File: config.mk
export PLATFORM = sky130hd
export DESIGN_NAME = cp0_exc_handler
export DESIGN_NICKNAME = d
export VERILOG_FILES = /design/src/rtl/cp0_exc_handler.sv
export SDC_FILE = /design/constraint.sdc
export NUM_CORES = 1
export LEC_CHECK = 0
export CORE_MARGIN = 8
export CORE_UTILIZATION = 30
export DETAILED_ROUTE_END_ITERATION = 12
export PLACE_DENSITY_LB_ADDON = 0.05
export SLEW_MARGIN = 0
export SYNTH_ARGS = -nofsm -noshare
export SYNTH_HDL_FRONTEND = slang
export SYNTH_SLANG_ARGS = --single-unit
export TNS_END_PERCENT = 20
File: constraint.sdc
create_clock -name clk -period 3.5 [get_ports clk]
set_input_delay 0.35 -clock clk [delete_from_list [all_inputs] [get_ports clk]]
set_output_delay 0.35 -clock clk [all_outputs]
set_load 0.01 [all_outputs]
File: src/rtl/cp0_exc_handler.sv
// CP0 exception/interrupt sink for the M stage: SR/Cause/EPC/PRId, trap arbitration, eret and mfc0/mtc0.
// Optional Count/Compare timer on HWInt[5] is enabled by defining CP0_TIMER_EN.
module cp0_exc_handler #(
  parameter logic [31:0] PRID         = 32'h0000_4C31,
  parameter logic [31:0] HANDLER_ADDR = 32'h0000_4180
) (
  input  logic        clk,
  input  logic        reset,
  input  logic [31:0] PC,
  input  logic        BD,
  input  logic        ExcGet,
  input  logic [4:0]  ExcCode,
  input  logic [5:0]  HWInt,
  input  logic        We,
  input  logic [4:0]  Addr,
  input  logic [31:0] Din,
  input  logic        EXLClr,
  output logic [31:0] Dout,
  output logic [31:0] EPCOut,
  output logic        Req,
  output logic [31:0] EntryPC
);

  localparam logic [4:0] ADDR_COUNT   = 5'd9;
  localparam logic [4:0] ADDR_COMPARE = 5'd11;
  localparam logic [4:0] ADDR_SR      = 5'd12;
  localparam logic [4:0] ADDR_CAUSE   = 5'd13;
  localparam logic [4:0] ADDR_EPC     = 5'd14;
  localparam logic [4:0] ADDR_PRID    = 5'd15;

  // The FSM state is SR.EXL itself.
  typedef enum logic {
    NORMAL  = 1'b0,
    HANDLER = 1'b1
  } state_t;

  state_t      state, state_next;
  logic [5:0]  sr_im;
  logic        sr_ie;
  logic        cause_bd;
  logic [5:0]  cause_ip;
  logic [4:0]  cause_exc;
  logic [29:0] epc_hi;

  logic        sr_exl;
  logic [5:0]  hw_eff;
  logic        int_pend;
  logic        exc_pend;
  logic        wr;
  logic        wr_sr;
  logic        wr_epc;
  logic [31:0] trap_pc;
  logic [31:0] sr_val;
  logic [31:0] cause_val;
  logic [31:0] epc_val;

  assign sr_exl = (state == HANDLER);

`ifdef CP0_TIMER_EN
  logic [31:0] count;
  logic [31:0] compare;
  logic        timer_ip;

  assign hw_eff = HWInt | {timer_ip, 5'b0};
`else
  assign hw_eff = HWInt;
`endif

  assign int_pend = (|(hw_eff & sr_im)) & sr_ie & ~sr_exl;
  assign exc_pend = ExcGet & ~sr_exl;
  assign Req      = (int_pend | exc_pend) & reset;

  // A trap in the same cycle swallows any mtc0.
  assign wr      = We & ~Req;
  assign wr_sr   = wr & (Addr == ADDR_SR);
  assign wr_epc  = wr & (Addr == ADDR_EPC);
  assign trap_pc = BD ? (PC - 32'd4) : PC;

  // NOTE: every signal written here gets a default first so no latch is inferred.
  always_comb begin
    state_next = state;
    if (Req)
      state_next = HANDLER;
    else if (EXLClr)
      state_next = NORMAL;
    else if (wr_sr)
      state_next = Din[1] ? HANDLER : NORMAL;
  end

  // NOTE: reset is synchronous, so it sits inside the clocked block and outranks every other update.
  always_ff @(posedge clk) begin
    if (!reset)
      state <= NORMAL;
    else
      state <= state_next;
  end

  always_ff @(posedge clk) begin
    if (!reset) begin
      sr_im     <= '0;
      sr_ie     <= 1'b0;
      cause_bd  <= 1'b0;
      cause_ip  <= '0;
      cause_exc <= '0;
      epc_hi    <= '0;
    end else begin
      cause_ip <= hw_eff;
      if (Req) begin
        cause_exc <= int_pend ? 5'd0 : ExcCode;
        cause_bd  <= BD;
        epc_hi    <= trap_pc[31:2];
      end else begin
        if (wr_sr) begin
          sr_im <= Din[15:10];
          sr_ie <= Din[0];
        end
        if (wr_epc)
          epc_hi <= Din[31:2];
      end
    end
  end

`ifdef CP0_TIMER_EN
  always_ff @(posedge clk) begin
    if (!reset) begin
      count    <= '0;
      compare  <= '0;
      timer_ip <= 1'b0;
    end else begin
      if (wr && (Addr == ADDR_COUNT))
        count <= Din;
      else
        count <= count + 32'd1;

      if (wr && (Addr == ADDR_COMPARE)) begin
        compare  <= Din;
        timer_ip <= 1'b0;
      end else if (count == compare) begin
        timer_ip <= 1'b1;
      end
    end
  end
`endif

  assign sr_val    = {16'b0, sr_im, 8'b0, sr_exl, sr_ie};
  assign cause_val = {cause_bd, 15'b0, cause_ip, 3'b0, cause_exc, 2'b0};
  assign epc_val   = {epc_hi, 2'b00};

  always_comb begin
    Dout = '0;
    unique case (Addr)
      ADDR_SR:    Dout = sr_val;
      ADDR_CAUSE: Dout = cause_val;
      ADDR_EPC:   Dout = epc_val;
      ADDR_PRID:  Dout = PRID;
`ifdef CP0_TIMER_EN
      ADDR_COUNT:   Dout = count;
      ADDR_COMPARE: Dout = compare;
`endif
      default:    Dout = '0;
    endcase
  end

  assign EPCOut  = epc_val;
  assign EntryPC = HANDLER_ADDR;

endmodule

==> reports/metrics.csv <==
metric,value,unit
grtUsageTotal,16.2,%
clockBufferDepth,2,
path_max_fanout,15,
die_y,122,um
via_per_inst,5.12,
fp.dieW,122,um
wl,12300,um
p_leak,1.72,nW
clk_pin_slew,0.10,ns
maxSlewViolCount,0,
ioPinCount,183,
cts_made_buffers,5,
power_density,274,mW/mm^2
synth_compound_area_share,25.6,%
switching_power,0.403,mW
critPathCapture,Dout[22],
diodes,0,
hold_viol,0,
ys_seq_elements,50,
synthMuxAreaShare,1.20,%
finClkSkew,0.0192,ns
min_path_type,register to register,
rr_startpoint,sr_im[1]$_SDFFE_PN0P_,
r2r_end,epc_hi[17]$_SDFFE_PN0P_,
cp-start-kind,primary input,
floorplan.initialDensity,30.8,%
r2r_setup_slack,1.35,ns
p_comb_share,27.1,%
synth_warnings,0,
drtAntennaViolNets,0,
place.gp.congestion,0.834,
max-vdd-ir-drop,0.186,mV
worstSetupPathType,primary input to primary output,
multiInputGateArea,0.00207,mm^2
pwr-share-seq,47.1,%
synth_top_family_by_area,simple AND/OR/NAND/NOR gates,
nFillCells,1129,
internal_power,0.942,mW
yosys.area_share.xor_xnor,3.40,%
syn_area,0.00335,mm^2
avgSynthCellArea,7.90,um^2
critPathLaunch,Addr[4],
nets,639,
grt_overflow,0,
port_buffers,146,
htree_levels,2,
hold_start,cause_bd$_SDFFE_PN0N_,
ff2ff_path_depth,5,
status,completed,
dieArea,0.0148,mm^2
dp_hpwl,9360,um
ys_types,44,
synthAdderAreaFrac,0.374,%
max-slew-margin-rel,33.1,%
final_cell_mix,"clkdlybuf4s50_1 (146), dfxtp_1 (50), a211oi_1 (34), conb_1 (34), nor2_1 (28)",
drtPass1Iterations,4,
final_util,45.1,%
wl_per_cell,17.7,um
seq_area_frac_synth,29.9,%
area_growth,46.5,%
num_vias,3551,
cts_resized,0,
core-area,0.0109,mm^2
post-route-period-util,79.8,%
swShare,30.0,%
synthFlopType,dfxtp_1,
p_clk_share,25.9,%
grt_pass1_vias,3641,
clock.fmax,358,MHz
tightest_slew,1.00,ns
cts_hold_buf,0,
min_period,2.79,ns
rsz0062_at_grt,no,
antenna_found_initial,0,
setup_viol,0,
grt_max_degree,44,
cp.arrival,2.44,ns
synthArstFlopShare,0,%
post_cts_buffers,0,
syn-instance-count,424,
root_buffer,clkbuf_8,
setup.worst_path.end_class,primary output,
fin_setup_tns,0,ns
grt_pass1_wl,19500,um
layout_commonest_cell,clkdlybuf4s50_1,
first_iter_violations,218,
regArea,0.00100,mm^2
cap_violations,0,
insertion_delay,0.31,ns
route.detailed.drc,0,
synthSimpleGateAreaFrac,26.9,%
crit_required,3.15,ns
synth_enable_flop_cells,0,
num_rows,38,
cts_tree,yes,
drive_gt1_share,4.70,%
clkSinkCount,50,
[layer usage]
layer  GRT usage [%]  routed length (um)  up-vias
li1                -                   -     1771
met3            3.79                 843        7
met1            21.3                5750     1635
met4            3.39                  99        0
met5               0                   0        -
met2            26.5                5590      138
[final cells by class]
type	instances	area share (%)
Multi-Input combinational cell	332	42.2
Inverter	4	0.306
Clock buffer	6	1.48
Tap cell	140	3.57
Sequential cell	50	20.4
Clock inverter	2	0.280
Timing Repair Buffer	159	31.8
[flip-flops by register name, summed over array words and instances, names as in the netlist]
signal and flops:
sr_ie 1, sr_exl 1, cause_ip 6, sr_im 6
cause_bd 1, cause_exc 5, epc_hi 30
[critical path, cell delays in order]
cell and delay [ns]:
clkdlybuf4s50_1 0.41, nand3b_1 0.16, buf_4 0.20, nor2b_1 0.38
buf_4 0.26, and2_1 0.14, clkdlybuf4s50_1 0.53
[stage by stage]
step           instance area (um^2)  total power, mW  std cells  setup WS [ns]  hold WS [ns]
2_1_floorplan                  3470            0.822        456           1.17         0.436
3_3_place_gp                   4820             1.01        685          0.468         0.456
3_5_place_dp                   4820             1.01        685          0.432         0.461
4_1_cts                        4910             1.35        693          0.652         0.475
5_1_grt                        4910             1.42        693          0.531         0.510
6_report                       4910             1.35        693          0.708         0.474
[cell families after synthesis]
| group | Yosys count |
|---|---|
| other | 2 |
| buffers and inverters | 74 |
| flip-flops | 50 |
| AO/OA/AOI/OAI | 121 |
| XOR/XNOR | 13 |
| AND/OR/NAND/NOR | 159 |
| adder cells (fa/ha/maj) | 1 |
| multiplexers | 4 |
[how the worst min path moves through the flow]
stage	cells past startpoint	slack [ns]	endpoint
finish	2	0.47	cause_bd$_SDFFE_PN0N_
global route	2	0.51	cause_bd$_SDFFE_PN0N_
CTS	2	0.47	cause_bd$_SDFFE_PN0N_
detailed placement	2	0.46	cause_bd$_SDFFE_PN0N_
global placement	2	0.46	cause_bd$_SDFFE_PN0N_
floorplan	2	0.44	cause_bd$_SDFFE_PN0N_
[power groups by stage]
stage               sequential, mW  clock [mW]  combinational (mW)
finish                       0.633       0.348               0.364
global route                 0.639       0.379               0.398
global placement             0.646           0               0.361
floorplan                    0.650           0               0.172
detailed placement           0.647           0               0.363
CTS                          0.634       0.356               0.365
[cell usage after synthesis (3+ instances only)]
| cell | count | area (um^2) |
|---|---|---|
| a211oi_1 | 34 | 255 |
| a21oi_1 | 20 | 100 |
| a221oi_1 | 4 | 35.0 |
| a22oi_1 | 7 | 52.6 |
| a311oi_1 | 18 | 158 |
| a32oi_1 | 5 | 43.8 |
| and2_1 | 24 | 150 |
| and3_1 | 23 | 144 |
| buf_2 | 3 | 15.0 |
| buf_4 | 35 | 263 |
| clkbuf_1 | 30 | 113 |
| dfxtp_1 | 50 | 1000 |
| inv_1 | 3 | 11.3 |
| mux2i_1 | 4 | 40.0 |
| nand2_1 | 14 | 52.6 |
| nand3_1 | 15 | 75.1 |
| nor2_1 | 28 | 105 |
| nor2b_1 | 7 | 43.8 |
| nor3_1 | 7 | 35.0 |
| nor4_1 | 4 | 25.0 |
| o21ai_0 | 16 | 80.1 |
| o31ai_1 | 7 | 52.6 |
| or3_1 | 14 | 87.6 |
| or4_1 | 12 | 90.1 |
| xnor2_1 | 10 | 87.6 |
| xor2_1 | 3 | 26.3 |
Note: power is estimated with default switching activity, not from simulation.
